[src/rtl/err_inject_ctrl_pkg.sv]
// Shared definitions for the BERT error-injection controller: default
// widths, run-mode and FSM state encodings, and a small clamp helper.
package err_pkg;

    localparam int DEF_WIDTH = 13;
    localparam int DEF_CNT_W = 16;

    typedef enum logic [1:0] {
        MODE_OFF      = 2'b00,
        MODE_SINGLE   = 2'b01,
        MODE_PERIODIC = 2'b10,
        MODE_BURST    = 2'b11
    } mode_e;

    typedef enum logic [1:0] {
        S_IDLE  = 2'b00,
        S_COUNT = 2'b01,
        S_ARMED = 2'b10
    } state_e;

    // A burst length of zero is treated as a single word
    function automatic logic [3:0] burst_clamp(input logic [3:0] len);
        return (len == 4'd0) ? 4'd1 : len;
    endfunction

endpackage

[src/rtl/err_inject_ctrl_if.sv]
// Configuration / status bundle between the BERT sequencer and the
// error-injection controller.
interface err_inject_ctrl_if #(
    parameter int WIDTH = err_pkg::DEF_WIDTH,
    parameter int CNT_W = err_pkg::DEF_CNT_W
) ();
    logic             start;
    logic             stop;
    logic [1:0]       cfg_mode;
    logic [CNT_W-1:0] cfg_period;
    logic [3:0]       cfg_burst_len;
    logic [3:0]       cfg_seed;
    logic             word_valid;
    logic             clr_count;
    logic [WIDTH-1:0] err_mask;
    logic [CNT_W-1:0] err_count;
    logic             busy;
    logic             done;

    modport master (
        output start, stop, cfg_mode, cfg_period, cfg_burst_len, cfg_seed,
               word_valid, clr_count,
        input  err_mask, err_count, busy, done
    );

    modport slave (
        input  start, stop, cfg_mode, cfg_period, cfg_burst_len, cfg_seed,
               word_valid, clr_count,
        output err_mask, err_count, busy, done
    );
endinterface

[src/rtl/err_inject_ctrl_pos_gen.sv]
// Modulo-WIDTH bit-position counter with seed load. Exposes the one-hot
// decode of the position that will hold after this clock edge, so the
// caller can register the flip mask without an extra cycle of lag.
module err_pos_gen #(
    parameter int WIDTH = err_pkg::DEF_WIDTH
) (
    input  logic             clk,
    input  logic             rst,
    input  logic             i_load,
    input  logic [3:0]       i_seed,
    input  logic             i_advance,
    output logic [WIDTH-1:0] o_onehot_next
);
    localparam int POS_W = (WIDTH > 1) ? $clog2(WIDTH) : 1;
    localparam logic [POS_W-1:0] POS_LAST = POS_W'(WIDTH - 1);
    localparam logic [POS_W-1:0] POS_ONE  = POS_W'(1'b1);

    logic [POS_W-1:0] r_pos;
    logic [POS_W-1:0] w_pos_next;

    // Next position: seed load wins, otherwise wrap-around increment per consumed word
    always_comb begin
        w_pos_next = r_pos;
        if (i_load) begin
            if (int'(i_seed) >= WIDTH) begin
                w_pos_next = {POS_W{1'b0}};
            end else begin
                w_pos_next = POS_W'(i_seed);
            end
        end else if (i_advance) begin
            if (r_pos == POS_LAST) begin
                w_pos_next = {POS_W{1'b0}};
            end else begin
                w_pos_next = r_pos + POS_ONE;
            end
        end else begin
            w_pos_next = r_pos;
        end
    end

    // Position register
    always_ff @(posedge clk or posedge rst) begin
        if (rst) begin
            r_pos <= {POS_W{1'b0}};
        end else begin
            r_pos <= w_pos_next;
        end
    end

    assign o_onehot_next = {{(WIDTH-1){1'b0}}, 1'b1} << w_pos_next;

endmodule

[src/rtl/err_inject_ctrl.sv]
// Error-injection sequencer for the BERT transmit path. Chooses which
// pattern word gets corrupted (single, periodic or burst) and which bit is
// flipped, and counts every injected word with saturation.
module err_inject_ctrl
    import err_pkg::*;
#(
    parameter int WIDTH = DEF_WIDTH,
    parameter int CNT_W = DEF_CNT_W
) (
    input  logic             clk,
    input  logic             rst,
    err_inject_ctrl_if.slave bus
);
    localparam logic [CNT_W-1:0] CNT_ZERO  = {CNT_W{1'b0}};
    localparam logic [CNT_W-1:0] CNT_ONE   = CNT_W'(1'b1);
    localparam logic [CNT_W-1:0] CNT_MAX   = {CNT_W{1'b1}};
    localparam logic [3:0]       BURST_ONE = 4'd1;

    state_e           r_state, w_state_next;
    mode_e            r_mode;
    logic [CNT_W-1:0] r_period, r_cnt, w_period_eff;
    logic [CNT_W-1:0] r_err_count, w_count_next;
    logic [3:0]       r_burst_left;
    logic [WIDTH-1:0] r_err_mask, w_mask_next, w_onehot_next;
    logic             r_done, w_done_next, r_busy;
    logic             w_start_ok, w_consume, w_last_of_run;

    assign w_period_eff  = (bus.cfg_period == CNT_ZERO) ? CNT_ONE : bus.cfg_period;
    assign w_start_ok    = bus.start && !bus.stop && (r_state == S_IDLE);
    assign w_consume     = (r_state == S_ARMED) && bus.word_valid;
    assign w_last_of_run = (r_mode == MODE_SINGLE) ||
                           ((r_mode == MODE_BURST) && (r_burst_left <= BURST_ONE));

    err_pos_gen #(.WIDTH(WIDTH)) u_pos_gen (
        .clk           (clk),
        .rst           (rst),
        .i_load        (w_start_ok),
        .i_seed        (bus.cfg_seed),
        .i_advance     (w_consume),
        .o_onehot_next (w_onehot_next)
    );

    // FSM state register
    always_ff @(posedge clk or posedge rst) begin
        if (rst) begin
            r_state <= S_IDLE;
        end else begin
            r_state <= w_state_next;
        end
    end

    // FSM next state; stop overrides everything
    always_comb begin
        w_state_next = r_state;
        if (bus.stop) begin
            w_state_next = S_IDLE;
        end else begin
            case (r_state)
                S_IDLE: begin
                    if (bus.start && (mode_e'(bus.cfg_mode) != MODE_OFF)) begin
                        w_state_next = (w_period_eff == CNT_ONE) ? S_ARMED : S_COUNT;
                    end else begin
                        w_state_next = S_IDLE;
                    end
                end
                S_COUNT: begin
                    if (bus.word_valid && (r_cnt == CNT_ONE)) begin
                        w_state_next = S_ARMED;
                    end else begin
                        w_state_next = S_COUNT;
                    end
                end
                S_ARMED: begin
                    if (bus.word_valid) begin
                        case (r_mode)
                            MODE_PERIODIC: w_state_next = (r_period == CNT_ONE) ? S_ARMED : S_COUNT;
                            MODE_BURST:    w_state_next = (r_burst_left > BURST_ONE) ? S_ARMED : S_IDLE;
                            default:       w_state_next = S_IDLE;
                        endcase
                    end else begin
                        w_state_next = S_ARMED;
                    end
                end
                default: w_state_next = S_IDLE;
            endcase
        end
    end

    // Next values of the registered outputs: mask, done pulse, saturating count
    always_comb begin
        w_mask_next  = {WIDTH{1'b0}};
        w_done_next  = 1'b0;
        w_count_next = r_err_count;
        if (w_state_next == S_ARMED) begin
            w_mask_next = w_onehot_next;
        end else begin
            w_mask_next = {WIDTH{1'b0}};
        end
        if (w_consume && !bus.stop && w_last_of_run) begin
            w_done_next = 1'b1;
        end else begin
            w_done_next = 1'b0;
        end
        if (bus.clr_count) begin
            w_count_next = w_consume ? CNT_ONE : CNT_ZERO;
        end else if (w_consume && (r_err_count != CNT_MAX)) begin
            w_count_next = r_err_count + CNT_ONE;
        end else begin
            w_count_next = r_err_count;
        end
    end

    // Output registers
    always_ff @(posedge clk or posedge rst) begin
        if (rst) begin
            r_err_mask  <= {WIDTH{1'b0}};
            r_err_count <= CNT_ZERO;
            r_done      <= 1'b0;
            r_busy      <= 1'b0;
        end else begin
            r_err_mask  <= w_mask_next;
            r_err_count <= w_count_next;
            r_done      <= w_done_next;
            r_busy      <= (w_state_next != S_IDLE);
        end
    end

    // Shadow configuration and interval/burst counters
    always_ff @(posedge clk or posedge rst) begin
        if (rst) begin
            r_mode       <= MODE_OFF;
            r_period     <= CNT_ONE;
            r_cnt        <= CNT_ZERO;
            r_burst_left <= BURST_ONE;
        end else if (w_start_ok) begin
            r_mode       <= mode_e'(bus.cfg_mode);
            r_period     <= w_period_eff;
            r_cnt        <= w_period_eff - CNT_ONE;
            r_burst_left <= burst_clamp(bus.cfg_burst_len);
        end else if ((r_state == S_COUNT) && bus.word_valid && !bus.stop) begin
            r_cnt <= r_cnt - CNT_ONE;
        end else if (w_consume && !bus.stop) begin
            if (r_mode == MODE_PERIODIC) begin
                r_cnt <= r_period - CNT_ONE;
            end else if ((r_mode == MODE_BURST) && (r_burst_left > BURST_ONE)) begin
                r_burst_left <= r_burst_left - BURST_ONE;
            end
        end
    end

    assign bus.err_mask  = r_err_mask;
    assign bus.err_count = r_err_count;
    assign bus.busy      = r_busy;
    assign bus.done      = r_done;

endmodule
[src/flat_wrapper.sv]
// flat-port wrapper written by rule: the top's interface ports become plain ports
module err_inject_ctrl_flat import err_pkg::*;
#(
    parameter int WIDTH = DEF_WIDTH,
    parameter int CNT_W = DEF_CNT_W
)
  (clk, rst, bus_start, bus_stop, bus_cfg_mode, bus_cfg_period, bus_cfg_burst_len, bus_cfg_seed, bus_word_valid, bus_clr_count, bus_err_mask, bus_err_count, bus_busy, bus_done);
  err_inject_ctrl_if #(.WIDTH(WIDTH), .CNT_W(CNT_W)) bus_i ();
  input  logic clk;
  input  logic rst;
  input wire logic [$bits(bus_i.start)-1:0] bus_start;
  input wire logic [$bits(bus_i.stop)-1:0] bus_stop;
  input wire logic [$bits(bus_i.cfg_mode)-1:0] bus_cfg_mode;
  input wire logic [$bits(bus_i.cfg_period)-1:0] bus_cfg_period;
  input wire logic [$bits(bus_i.cfg_burst_len)-1:0] bus_cfg_burst_len;
  input wire logic [$bits(bus_i.cfg_seed)-1:0] bus_cfg_seed;
  input wire logic [$bits(bus_i.word_valid)-1:0] bus_word_valid;
  input wire logic [$bits(bus_i.clr_count)-1:0] bus_clr_count;
  output wire logic [$bits(bus_i.err_mask)-1:0] bus_err_mask;
  output wire logic [$bits(bus_i.err_count)-1:0] bus_err_count;
  output wire logic [$bits(bus_i.busy)-1:0] bus_busy;
  output wire logic [$bits(bus_i.done)-1:0] bus_done;
  assign bus_i.start = bus_start;
  assign bus_i.stop = bus_stop;
  assign bus_i.cfg_mode = bus_cfg_mode;
  assign bus_i.cfg_period = bus_cfg_period;
  assign bus_i.cfg_burst_len = bus_cfg_burst_len;
  assign bus_i.cfg_seed = bus_cfg_seed;
  assign bus_i.word_valid = bus_word_valid;
  assign bus_i.clr_count = bus_clr_count;
  assign bus_err_mask = bus_i.err_mask;
  assign bus_err_count = bus_i.err_count;
  assign bus_busy = bus_i.busy;
  assign bus_done = bus_i.done;
  err_inject_ctrl #(.WIDTH(WIDTH), .CNT_W(CNT_W)) u_core (.clk(clk), .rst(rst), .bus(bus_i));
endmodule
[config.mk]
export PLATFORM = sky130hd
export DESIGN_NAME = err_inject_ctrl_flat
export DESIGN_NICKNAME = d
export VERILOG_FILES = /design/src/rtl/err_inject_ctrl_pkg.sv /design/src/rtl/err_inject_ctrl_if.sv /design/src/rtl/err_inject_ctrl_pos_gen.sv /design/src/rtl/err_inject_ctrl.sv /design/src/flat_wrapper.sv
export SDC_FILE = /design/constraint.sdc
export NUM_CORES = 1
export LEC_CHECK = 0
export BUFFER_PORTS_ARGS = -buffer_cell sky130_fd_sc_hd__buf_2
export CAP_MARGIN = 20
export CORE_MARGIN = 4
export CORE_UTILIZATION = 58
export DETAILED_ROUTE_END_ITERATION = 16
export GPL_ROUTABILITY_DRIVEN = 0
export PLACE_DENSITY = 0.84
export SLEW_MARGIN = 30
export SYNTH_ARGS = -nofsm -noshare
export SYNTH_HDL_FRONTEND = slang
export SYNTH_SLANG_ARGS = --single-unit
[constraint.sdc]
create_clock -name clk -period 3.3 [get_ports clk]
set_input_delay 0.99 -clock clk [delete_from_list [all_inputs] [get_ports clk]]
set_output_delay 0.99 -clock clk [all_outputs]
set_load 0.1 [all_outputs]
==> results of run 1 <==
-- state kept, by name, indices dropped and copies added (netlist names), 2 cells and up --
signal                  count
u_core.r_burst_left         4
u_core.bus.err_count       16
u_core.u_pos_gen.r_pos      4
u_core.r_state              2
u_core.r_cnt               16
u_core.bus.err_mask        13
u_core.r_period            16
u_core.r_mode               2
-- stage by stage --
stage / hold WS, ps / TNS [ps] / total power [mW]
floorplan: 478 / 0 / 1.56
global placement: 498 / 0 / 1.70
detailed placement: 515 / -77.5 / 1.73
CTS: 533 / 0 / 2.47
global route: 591 / 0 / 2.61
finish: 532 / 0 / 2.48
-- worst max-delay path, cell delays in order --
cell      delay [ps]
buf_2            160
nor4_2            70
and2_1           170
a31oi_1          260
inv_1             90
ha_1             200
nor3b_1          140
nand4_1          140
o22ai_2          120
o31ai_4          650
o211ai_1         170
-- final timing paths --
| check | startpoint | to | slack, ps | cells after the start |
|---|---|---|---|---|
| setup / recovery | bus_cfg_period[8] | u_core.bus.busy | 290 | 11 |
| hold / removal | u_core.r_cnt[4] | u_core.r_cnt[4] | 530 | 2 |
| setup reg to reg | u_core.r_cnt[0] | u_core.r_cnt[10] | 1050 | 7 |
| hold reg to reg | u_core.r_cnt[4] | u_core.r_cnt[4] | 530 | 2 |
| max in group asynchronous | rst | u_core.r_period[0] | 2170 | 3 |
| min in group asynchronous | rst | u_core.bus.err_count[13] | 740 | 3 |
-- per-layer routing --
metal,share of wire,global-route usage,vias up
li1,-,-,1988
met1,0.43,0.323,2043
met2,0.48,0.401,163
met3,0.064,0.0529,34
met4,0.023,0.0809,0
met5,0,0,-
-- kinds of logic (layout without fill, tap and decap cells) --
| group | count (synthesis) | in the layout | share of synthesized area |
|---|---|---|---|
| XOR/XNOR | 37 | 37 | 0.0684 |
| AO/OA/AOI/OAI | 102 | 102 | 0.150 |
| adder cells (fa/ha/maj) | 11 | 11 | 0.0291 |
| buffers and inverters | 38 | 108 | 0.0362 |
| flip-flops | 75 | 75 | 0.397 |
| multiplexers | 6 | 6 | 0.0132 |
| AND/OR/NAND/NOR | 245 | 245 | 0.306 |
-- area by class of cell --
cell class,count,area share
clock inverter,4,0.00934
inverter,19,0.0133
multi-input combinational,401,0.501
clock buffer,12,0.0289
tap,102,0.0238
timing repair buffer,73,0.0733
sequential,75,0.351
-- placed cells by master (no fill, tap or decap), types with 3 or more instances in the layout --
| cell | netlist | layout |
|---|---|---|
| a211oi_1 | 3 | 3 |
| a21oi_1 | 23 | 23 |
| a22oi_1 | 4 | 4 |
| and2_1 | 6 | 6 |
| and3_1 | 4 | 4 |
| buf_2 | 5 | 62 |
| buf_4 | 0 | 11 |
| clkbuf_8 | 0 | 11 |
| dfrtp_1 | 73 | 73 |
| ha_1 | 11 | 11 |
| inv_1 | 17 | 16 |
| inv_2 | 2 | 3 |
| mux2i_1 | 4 | 4 |
| nand2_1 | 75 | 75 |
| nand2b_4 | 3 | 3 |
| nand3_1 | 16 | 16 |
| nand3b_1 | 5 | 5 |
| nand4_1 | 6 | 6 |
| nand4b_1 | 3 | 3 |
| nor2_1 | 44 | 44 |
| nor2b_1 | 3 | 3 |
| nor3_1 | 19 | 19 |
| nor3_2 | 8 | 8 |
| nor3b_1 | 8 | 8 |
| nor4_1 | 13 | 13 |
| nor4_2 | 4 | 4 |
| nor4_4 | 3 | 3 |
| o2111ai_1 | 3 | 3 |
| o211ai_1 | 8 | 8 |
| o21ai_0 | 26 | 26 |
| o22ai_1 | 4 | 4 |
| o31ai_1 | 3 | 3 |
| or4_1 | 3 | 3 |
| xnor2_1 | 27 | 27 |
| xor2_1 | 10 | 10 |
-- report_power, final --
group | leakage [nW] | internal [mW] | total [mW] | switching (mW)
clock | 0.0986 | 0.390 | 0.741 | 0.351
combinational | 1.28 | 0.231 | 0.565 | 0.334
sequential | 0.964 | 1.03 | 1.17 | 0.145
total | 2.34 | 1.65 | 2.48 | 0.830
==> results.toml, run 1 <==
[status]
status = "finished clean"

[route]
vias = 4228
wl_per_cell_um = 17.2
via_per_inst = 6.16
route.detailed.drc = 0
ant_nets = 0
drtIter0Drc = 370
drt-total-wl_um = 11800
firstDrtPassIters = 6

[cts]
holdBufCountCts = 0
clock_sink_count = 75
post_cts_resized = 0
cts_setup_buffers = 0
numCtsBuffers = 9
cts_tree = "yes"
root_buffer = "clkbuf_8"
htree_levels = 3
path_clk_slew_ps = 80
clk_latency_ps = 350
cts_buffer_depth = 2

[logic_synthesis]
synth_commonest_cells = "nand2_1, dfrtp_1, nor2_1"
synthTopCellsByArea = "dfrtp_1, nand2_1, xnor2_1"
synth-edff-count = 0
synthesis.nets = 557
synth-main-ff-cell = "dfrtp_1"
synthCells = 514
synth_cell_types = 79
post-synth-top-count-cell = "nand2_1"
ys_async_sr_fraction = 1.00
avgSynthCellArea_um2 = 9.21
synth-seq-cells = 75
netlist.area_leader.share = 0.386
yosysWarnings = 0
yosysTopAreaCell = "dfrtp_1"
synth.cell_area_mm2 = 0.00473
ys_seq_area_frac = 0.397

[floorplanning]
die_area_mm2 = 0.00967
rows = 32
die_w_um = 98.4
die_height_um = 98.4
initial_core_util = 0.603
core_area_mm2 = 0.00785
ios = 63

[sta]
max_slew.worst_pin.slew_ps = 926
setup_viol = 0
period_minus_slack_ps = 3010
setup_ws_ps = 294
fmax_ghz = 0.333
maxSlewHeadroom = 0.376
period_share = 0.911
hold_violations = 0
skew_ps = 12.5
slew_viol_final = 0
rsz0062_at_grt = "no"

[final_layout]
layout-drive-gt1-share = 0.226
final_cells = 686
postLayoutCellArea_mm2 = 0.00536
syn_to_final_growth_pct = 13.2
multi_input_area_mm2 = 0.00268
n_antenna_cell = 0
num-nets-final = 622
regArea_mm2 = 0.00188
post-route-util = 0.683
num-fill-cells = 641

[worst_setup_path]
crit_fanout = 15
worst_ep_arrival_time_ps = 3180
crit_type = "in2reg"
endpoint_kind = "flip-flop"
start_kind = "input port"
cp.required_ps = 3480

[power_and_ir_drop]
ir_drop_mv = 0.234
p_leak_nw = 2.34
powerDensity_mw_per_mm2 = 462

[global_route]
grt_pass1_vias = 4108
grt_start_max_net_pins = 39
overflow = 0
track_usage = 0.245
antenna_found_initial = 0
grt_pass1_wl_um = 19700

[placement]
placedCellCount = 670
placed_area_mm2 = 0.00515
pre_cts_slack_ps = -47.6
io_buffers = 62
place_hpwl_um = 8480

[job]
maxCapViolations = 0

[hold_path]
hold_path.class = "reg2reg"
No activity file was read; power rests on OpenSTA's default activity.
==> run 2: changes to the inputs <==
--- a/config.mk
+++ b/config.mk
@@ -8,10 +8,10 @@
 export BUFFER_PORTS_ARGS = -buffer_cell sky130_fd_sc_hd__buf_2
 export CAP_MARGIN = 20
 export CORE_MARGIN = 4
-export CORE_UTILIZATION = 58
+export CORE_UTILIZATION = 55
 export DETAILED_ROUTE_END_ITERATION = 16
 export GPL_ROUTABILITY_DRIVEN = 0
-export PLACE_DENSITY = 0.84
+export PLACE_DENSITY = 0.81
 export SLEW_MARGIN = 30
 export SYNTH_ARGS = -nofsm -noshare
 export SYNTH_HDL_FRONTEND = slang
==> run 2 against run 1 <==
Routed wire length fell by 4.6%. Non-clock buffer count decreased by 1. Sequential power about the same. Largest cell class unchanged. Clock power up 9.6%. Worst hold slack better by 4.4 ps. Design area increased by 0.58%. Combinational power decreased by 2%. Global-route usage down 1.5 points. Die area rose by 5.0%. Highest routed layer unchanged. Final cell count rose by 0.29%. Clock skew fell by 7.2 ps.
==> results.toml, run 2 (synthesized netlist as in run 1, its figures left out) <==
[final_layout]
num-nets-final = 621
layout_commonest_cell = "nand2_1"
postLayoutCellArea_mm2 = 0.00539
n_antenna_cell = 0
syn_to_final_growth_pct = 13.9
layout-drive-gt1-share = 0.225
post-route-util = 0.650
layout_common_cells = "nand2_1, dfrtp_1, buf_2"

[hold_path]
min_path_cells = 2
hp-start = "u_core.r_period[11]"
hold_path.class = "reg2reg"
min_to = "u_core.r_period[11]"

[worst_setup_path]
reg2reg_depth = 7
crit_type = "in2reg"
r2r-start = "u_core.r_cnt[0]"
r2r_end = "u_core.r_cnt[10]"
cp.required_ps = 3550
start_kind = "input port"
crit_fanout = 15
reg2reg_slack_ps = 1040
worst_ep_arrival_time_ps = 3260
endpoint_kind = "flip-flop"

[route]
vias = 4083
drtIter0Drc = 241
drt-total-wl_um = 11200
firstDrtPassIters = 5
via_per_inst = 5.93
ant_nets = 0
route.detailed.drc = 0
wl_per_cell_um = 16.3

[sta]
slew_viol_final = 0
skew_ps = 5.27
fmax_ghz = 0.333
max_slew.worst_pin.slew_ps = 885
setup_tns_ps = 0
period_share = 0.911
maxSlewHeadroom = 0.404
setup_ws_ps = 294
rsz0062_at_grt = "no"
period_minus_slack_ps = 3010
hold_violations = 0
setup_viol = 0

[cts]
holdBufCountCts = 0
root_buffer = "clkbuf_8"
clock_sink_count = 75
cts_tree = "yes"
cts_setup_buffers = 0
path_clk_slew_ps = 80
cts_buffer_depth = 2
htree_levels = 3
numCtsBuffers = 9
clk_latency_ps = 350
post_cts_resized = 0

[floorplanning]
rows = 33
die_area_mm2 = 0.0102
die_w_um = 101
die_height_um = 101
core_area_mm2 = 0.00830
ios = 63
initial_core_util = 0.570

[power_and_ir_drop]
fin_total_pwr_mw = 2.54
ir_drop_mv = 0.276
p_leak_nw = 2.35
powerDensity_mw_per_mm2 = 470

[placement]
placed_area_mm2 = 0.00516
pre_cts_slack_ps = -59.1
io_buffers = 62
place_hpwl_um = 8320

[global_route]
antenna_found_initial = 0
grt_pass1_wl_um = 18700
track_usage = 0.230
grt_pass1_vias = 3942
grt_start_max_net_pins = 44
overflow = 0

[status]
status = "finished clean"

[job]
maxCapViolations = 0
## run 2: cell types whose count changed in the layout (fill, tap and decap cells not counted), sizes merged
cell	previous run	this run
buf	73	72
bufinv	1	2
clkinvlp	2	1
## run 2: cell type report
cell class | instances | area [µm²]
clock inverters | 4 | 72.6
repair buffers | 72 | 398
clock buffers | 12 | 155
multi-input cells | 401 | 2680
flip-flops and latches | 75 | 1880
fillers | 662 | 2910
inverters | 19 | 71.3
well taps | 105 | 131
## run 2: per-layer routing
metal  vias to the layer above  global-route usage  wire length (µm)
met3                        18              0.0401               612
met2                       130               0.368              5440
li1                       1985                   -                 -
met4                         0              0.0933               196
met1                      1950               0.308              4990
met5                         -                   0                 0
## run 2: worst max path at each step
stage	start	to	slack, ps	cells after the start
global route	bus_cfg_period[8]	u_core.bus.busy	60	11
finish	bus_cfg_period[14]	u_core.bus.err_mask[12]	290	11
global placement	bus_cfg_period[12]	u_core.bus.busy	90	11
floorplan	bus_cfg_period[2]	u_core.r_cnt[10]	310	9
detailed placement	bus_cfg_period[14]	u_core.bus.err_mask[12]	-60	11
CTS	bus_cfg_period[14]	u_core.bus.err_mask[12]	300	11
## run 2: critical path, cell delays in order
cell and delay [ps]:
buf_2 130, nor4_2 340, and2_1 220, a31oi_1 140, inv_1 90, ha_1 130, nor3b_1 240, nand4_1 180
o22ai_2 260, o31ai_4 190, nor4_2 330
## run 2: power breakdown
part           switching, mW  internal, mW
registers              0.141          1.03
logic                  0.326         0.231
clock network          0.345         0.466
total                  0.812          1.72
## run 2: through the flow
step	hold WS, ps	std cells
global placement	500	672
global route	568	688
detailed placement	516	672
CTS	531	688
floorplan	478	514
finish	536	688
